===== src/rtl/bcd_seq_add_ctrl.sv =====
`default_nettype none
// ============================================================================
//  Module   : bcd_seq_add_ctrl
//  Purpose  : Sequential multi-digit BCD adder controller. Adds two packed BCD
//             operands one digit per clock using an external combinational
//             one-digit BCD adder, ripple-carrying between digits.
//  Ports    : clk, rst (async, active-high)
//             start          - request an addition (accepted in IDLE/DONE)
//             op_a, op_b     - packed BCD operands, digit 0 in bits [3:0]
//             cin            - carry into digit 0
//             busy           - high while digits are being added
//             done           - one-cycle completion pulse
//             sum, cout      - packed BCD result and top-digit carry
//             err            - invalid operand digit or bad adder response
//             dig_a/b/c      - operand digits and carry to the digit adder
//             dig_s1/s0      - tens/units digit returned by the digit adder
//  Revision : 1.0 - initial release
// ============================================================================
module bcd_seq_add_ctrl #(
  parameter int NDIG = 4
) (
  input  logic              clk,
  input  logic              rst,
  input  logic              start,
  input  logic [4*NDIG-1:0] op_a,
  input  logic [4*NDIG-1:0] op_b,
  input  logic              cin,
  output logic              busy,
  output logic              done,
  output logic [4*NDIG-1:0] sum,
  output logic              cout,
  output logic              err,
  output logic [3:0]        dig_a,
  output logic [3:0]        dig_b,
  output logic              dig_c,
  input  logic [3:0]        dig_s1,
  input  logic [3:0]        dig_s0
);

  localparam int IW = (NDIG > 1) ? $clog2(NDIG) : 1;
  localparam logic [IW-1:0] LAST_IDX = IW'(NDIG - 1);

  typedef enum logic [1:0] {
    S_IDLE = 2'd0,
    S_ADD  = 2'd1,
    S_DONE = 2'd2
  } state_t;

  state_t            state_q, state_d;
  logic [IW-1:0]     idx_q, idx_d;
  logic              carry_q, carry_d;
  logic [4*NDIG-1:0] a_q, a_d;
  logic [4*NDIG-1:0] b_q, b_d;
  logic [4*NDIG-1:0] sum_q, sum_d;
  logic              cout_q, cout_d;
  logic              err_q, err_d;

  // Digit position of the current idx within the packed operands.
  logic [IW+1:0]     bit_pos;
  assign bit_pos = {idx_q, 2'b00};

  // Any digit above 9 on the incoming operands marks them unusable.
  logic [NDIG-1:0]   bad_dig;
  logic              bad_any;

  for (genvar i = 0; i < NDIG; i++) begin : g_chk
    assign bad_dig[i] = (op_a[4*i +: 4] > 4'd9) || (op_b[4*i +: 4] > 4'd9);
  end
  assign bad_any = |bad_dig;

  logic accept;
  assign accept = start && (state_q != S_ADD);

  always_comb begin
    state_d = state_q;
    idx_d   = idx_q;
    carry_d = carry_q;
    a_d     = a_q;
    b_d     = b_q;
    sum_d   = sum_q;
    cout_d  = cout_q;
    err_d   = err_q;

    case (state_q)
      S_IDLE, S_DONE: begin
        state_d = S_IDLE;
        if (accept) begin
          a_d     = op_a;
          b_d     = op_b;
          carry_d = cin;
          idx_d   = '0;
          sum_d   = '0;
          cout_d  = 1'b0;
          err_d   = 1'b0;
          if (bad_any) begin
            err_d   = 1'b1;
            state_d = S_DONE;
          end else begin
            state_d = S_ADD;
          end
        end
      end
      S_ADD: begin
        sum_d[bit_pos +: 4] = dig_s0;
        carry_d             = dig_s1[0];
        idx_d               = idx_q + 1'b1;
        // A misbehaving digit adder is flagged but the sequence still runs out.
        if ((dig_s1 > 4'd1) || (dig_s0 > 4'd9)) begin
          err_d = 1'b1;
        end
        if (idx_q == LAST_IDX) begin
          cout_d  = dig_s1[0];
          idx_d   = '0;
          state_d = S_DONE;
        end
      end
      default: state_d = S_IDLE;
    endcase
  end

  always_ff @(posedge clk or posedge rst) begin
    if (rst) begin
      state_q <= S_IDLE;
      idx_q   <= '0;
      carry_q <= 1'b0;
      a_q     <= '0;
      b_q     <= '0;
      sum_q   <= '0;
      cout_q  <= 1'b0;
      err_q   <= 1'b0;
    end else begin
      state_q <= state_d;
      idx_q   <= idx_d;
      carry_q <= carry_d;
      a_q     <= a_d;
      b_q     <= b_d;
      sum_q   <= sum_d;
      cout_q  <= cout_d;
      err_q   <= err_d;
    end
  end

  assign busy = (state_q == S_ADD);
  assign done = (state_q == S_DONE);
  assign sum  = sum_q;
  assign cout = cout_q;
  assign err  = err_q;

  // Digit adder is fed only while adding; idle outputs are held at zero.
  assign dig_a = busy ? a_q[bit_pos +: 4] : 4'd0;
  assign dig_b = busy ? b_q[bit_pos +: 4] : 4'd0;
  assign dig_c = busy ? carry_q : 1'b0;

endmodule
`default_nettype wire


===== config.mk =====
export PLATFORM = sky130hd
export DESIGN_NAME = bcd_seq_add_ctrl
export DESIGN_NICKNAME = d
export VERILOG_FILES = /design/src/rtl/bcd_seq_add_ctrl.sv
export SDC_FILE = /design/constraint.sdc
export NUM_CORES = 1
export LEC_CHECK = 0
export BUFFER_PORTS_ARGS = -buffer_cell sky130_fd_sc_hd__buf_4
export CORE_ASPECT_RATIO = 1.4
export CORE_MARGIN = 1.5
export CORE_UTILIZATION = 55
export CTS_CLUSTER_SIZE = 16
export DETAILED_ROUTE_END_ITERATION = 8
export HOLD_SLACK_MARGIN = 0.06
export PLACE_DENSITY = 0.92
export SLEW_MARGIN = 20
export SYNTH_ARGS = -nofsm -noshare
export SYNTH_HDL_FRONTEND = slang
export SYNTH_SLANG_ARGS = --single-unit

===== constraint.sdc =====
create_clock -name clk -period 4.85 [get_ports clk]
set_input_delay 0.2425 -clock clk [delete_from_list [all_inputs] [get_ports clk]]
set_output_delay 0.2425 -clock clk [all_outputs]
set_load 0.01 [all_outputs]

==> run metrics <==
Crit. path cell count 3; max_cap viols 0; Antenna Violating Nets Remaining 0; Mapped Area 2520 um^2; Req. time, crit path 4.61 ns; area of the core 4460 um^2; CTS tree done; Peak VDD IR 0.246 mV; M1 wire length 1.93 mm; FF-to-FF End sum[13]; slowest stage delay, CP 0.81 ns; WL met2 2.92 mm; GR Util All Layers 21.9%; async set or reset register ratio after synthesis 100%; most used flip-flop cell after synthesis dfrtp_1; worst hold path class in2async; Crit-path slowest cell dfrtp_1; Layout Skew 0.00826 ns; Power Density 303 nW/um^2; vias per inst 5.61; routed length on met3 234 um; Fmax 432 MHz; Residual DRC 0; Worst setup EP type primary output; hold_ws 0.130 ns; die area 5000 um^2; worst slack at placement 2.78 ns; final setup vio count 0; Slew headroom 30.7%; final wirelength 5.12 mm; Post-synth EDFFs 0; Initial Util 56.5%; Lkg Pwr 1.50 nW; Worst-path clk slew 0.10 ns; Area Overhead vs Synth 28.0%; First DRT Iteration DRCs 69; Setup crit start kind flip-flop; Syn Inst Count 180; Post-DP HPWL 3.92 mm; fin. max-slew vios 0; register area share after synthesis 54.6%; largest net degree at the start of global routing 56; uppermost layer routed met4; GRT overflow 0; worst-path cell chain mux4_1 > and2_1 > buf_4; CTS Hold Bufs 0; Hold Violations, Final 0; # IOs 73; Worst EP arrival 2.07 ns; worst r2r src idx_q[0]; Mapped Nets 228; Max FO, Critical Path 16; via count 1768; Yosys Warn Count 0; diode count 0; Post-Syn Area per Cell 14.0 um^2; Port-buffer cells 72; Setup CP Type reg2out; H-tree levels 2; sum of buffers and inverters on the critical path 1; Die Wd 60.2 um; CP startpoint idx_q[0]; crit path time final 2.31 ns; run status complete, no violations; Die Y 83.1 um; post-route clock period utilization 47.7%; initial antenna violation count 0; Nets 300; synth unique cells 32; final worst setup slack 2.54 ns; share of layout cells above drive strength 1 50.2%; # resized after CTS 0; number of clock sinks 55; worst skew pair latency 0.29 ns; Yosys reg bits 55; Top delay family on crit path flip-flops; first-pass GRT wire length 8.38 mm; CTS buffer count 5; CTS max path bufs 2; vias in the first global route 1836; fillers 332; RSZ-0062 raised after global routing no; crit path capture dig_a[0]; flop2flop setup slack 2.76 ns; post-route setup TNS 0 ns; Post-CTS Setup Repair Bufs 0; Worst R2R Path Depth 4; WL/cell 16.3 um; Worst Tran Pin Value 1.04 ns; Routability Congestion 0.781; drt first pass iters 4; root buf cell clkbuf_8; Placement Rows 29
==> report_power, final <==
part	leakage, nW	switching [mW]	internal (mW)
Combinational	0.755	0.0487	0.0724
Clock	0.0644	0.139	0.206
Sequential	0.685	0.0193	0.493
==> worst reg2reg max path, delay by kind of cell (launching register included) <==
family / cells / cell delay (ns)
AOI/OAI and AO/OA: 1 / 0.20
buffers and inverters: 1 / 0.16
adders and majority gates: 1 / 0.41
DFF: 1 / 0.81
and+or+nand+nor: 1 / 0.44
==> how the worst min path moves through the flow <==
| stage | start | endpoint | slack (ns) | depth (start not counted) |
|---|---|---|---|---|
| after global placement | rst | cout | 0.47 | 3 |
| after detailed placement | rst | cout | 0.47 | 3 |
| after global routing | op_a[12] | a_q[12] | 0.17 | 2 |
| after floorplan | dig_s1[0] | carry_q | 0.37 | 2 |
| final | rst | cout | 0.13 | 3 |
| after CTS | rst | a_q[1] | 0.15 | 3 |
==> Yosys cell counts (2+ instances only) <==
cell | number | area share [%]
and4_1 | 2 | 0.69
and2_1 | 9 | 2.2
nand2_1 | 8 | 1.2
nor4_2 | 2 | 0.99
dfrtp_1 | 55 | 55
a22o_1 | 17 | 5.9
a21oi_1 | 4 | 0.79
mux2_2 | 32 | 14
nand3_1 | 2 | 0.40
inv_1 | 4 | 0.60
ha_1 | 4 | 2.0
buf_4 | 3 | 0.89
nor2_1 | 3 | 0.45
o21ai_0 | 10 | 2.0
clkbuf_1 | 2 | 0.30
mux4_2 | 5 | 4.5
mux4_1 | 3 | 3.1
==> cell type report <==
class / instances / area, um^2 / share of cell area [%]
sequential: 55 / 1380 / 42.7
multi-input combinational: 112 / 1070 / 33.1
timing repair buffer: 73 / 548 / 17.0
tap: 62 / 77.6 / 2.40
clock buffer: 5 / 68.8 / 2.13
clock inverter: 3 / 67.6 / 2.09
inverter: 5 / 20.0 / 0.620
==> layout by cell type (no fill, tap or decap), types with 2 or more instances in the layout <==
cell / n
inv_1: 3
nor2_1: 3
mux2_2: 32
ha_1: 4
and4_1: 2
a21oi_1: 4
nand3_1: 2
nand2_1: 8
buf_4: 73
and2_1: 9
bufinv_16: 2
o21ai_0: 10
mux4_2: 5
dfrtp_1: 55
mux4_1: 3
a22o_1: 17
nor4_2: 2
clkbuf_8: 5
==> per-layer routing <==
layer / up-vias / track usage [%]
li1: 812 / -
met3: 4 / 3.43
met4: 0 / 6.26
met1: 895 / 26.1
met5: - / 0
met2: 57 / 39.0
==> per-stage QoR <==
stage               utilization, %  area [um^2]  instances  power [mW]
floorplan                        -         2520        180       0.592
finish                        72.3         3230        315       0.978
detailed placement            69.2         3090        307       0.644
global placement              69.2         3090        307       0.638
global route                  72.3         3230        315        1.02
CTS                           72.3         3230        315       0.988
==> cells by family after synthesis <==
family,count (synthesis),synth area share [%]
DFF,55,54.6
buffers and inverters,13,3.23
and+or+nand+nor,33,8.09
AOI/OAI and AO/OA,35,10.2
adders and majority gates,4,1.99
muxes,40,21.9
==> flip-flops by register name, indices dropped and copies added, names as in the netlist <==
register / cells
carry_q: 1
sum: 16
idx_q: 2
err: 1
b_q: 16
state_q: 2
a_q: 16
cout: 1
No activity file was read; power rests on OpenSTA's default activity.
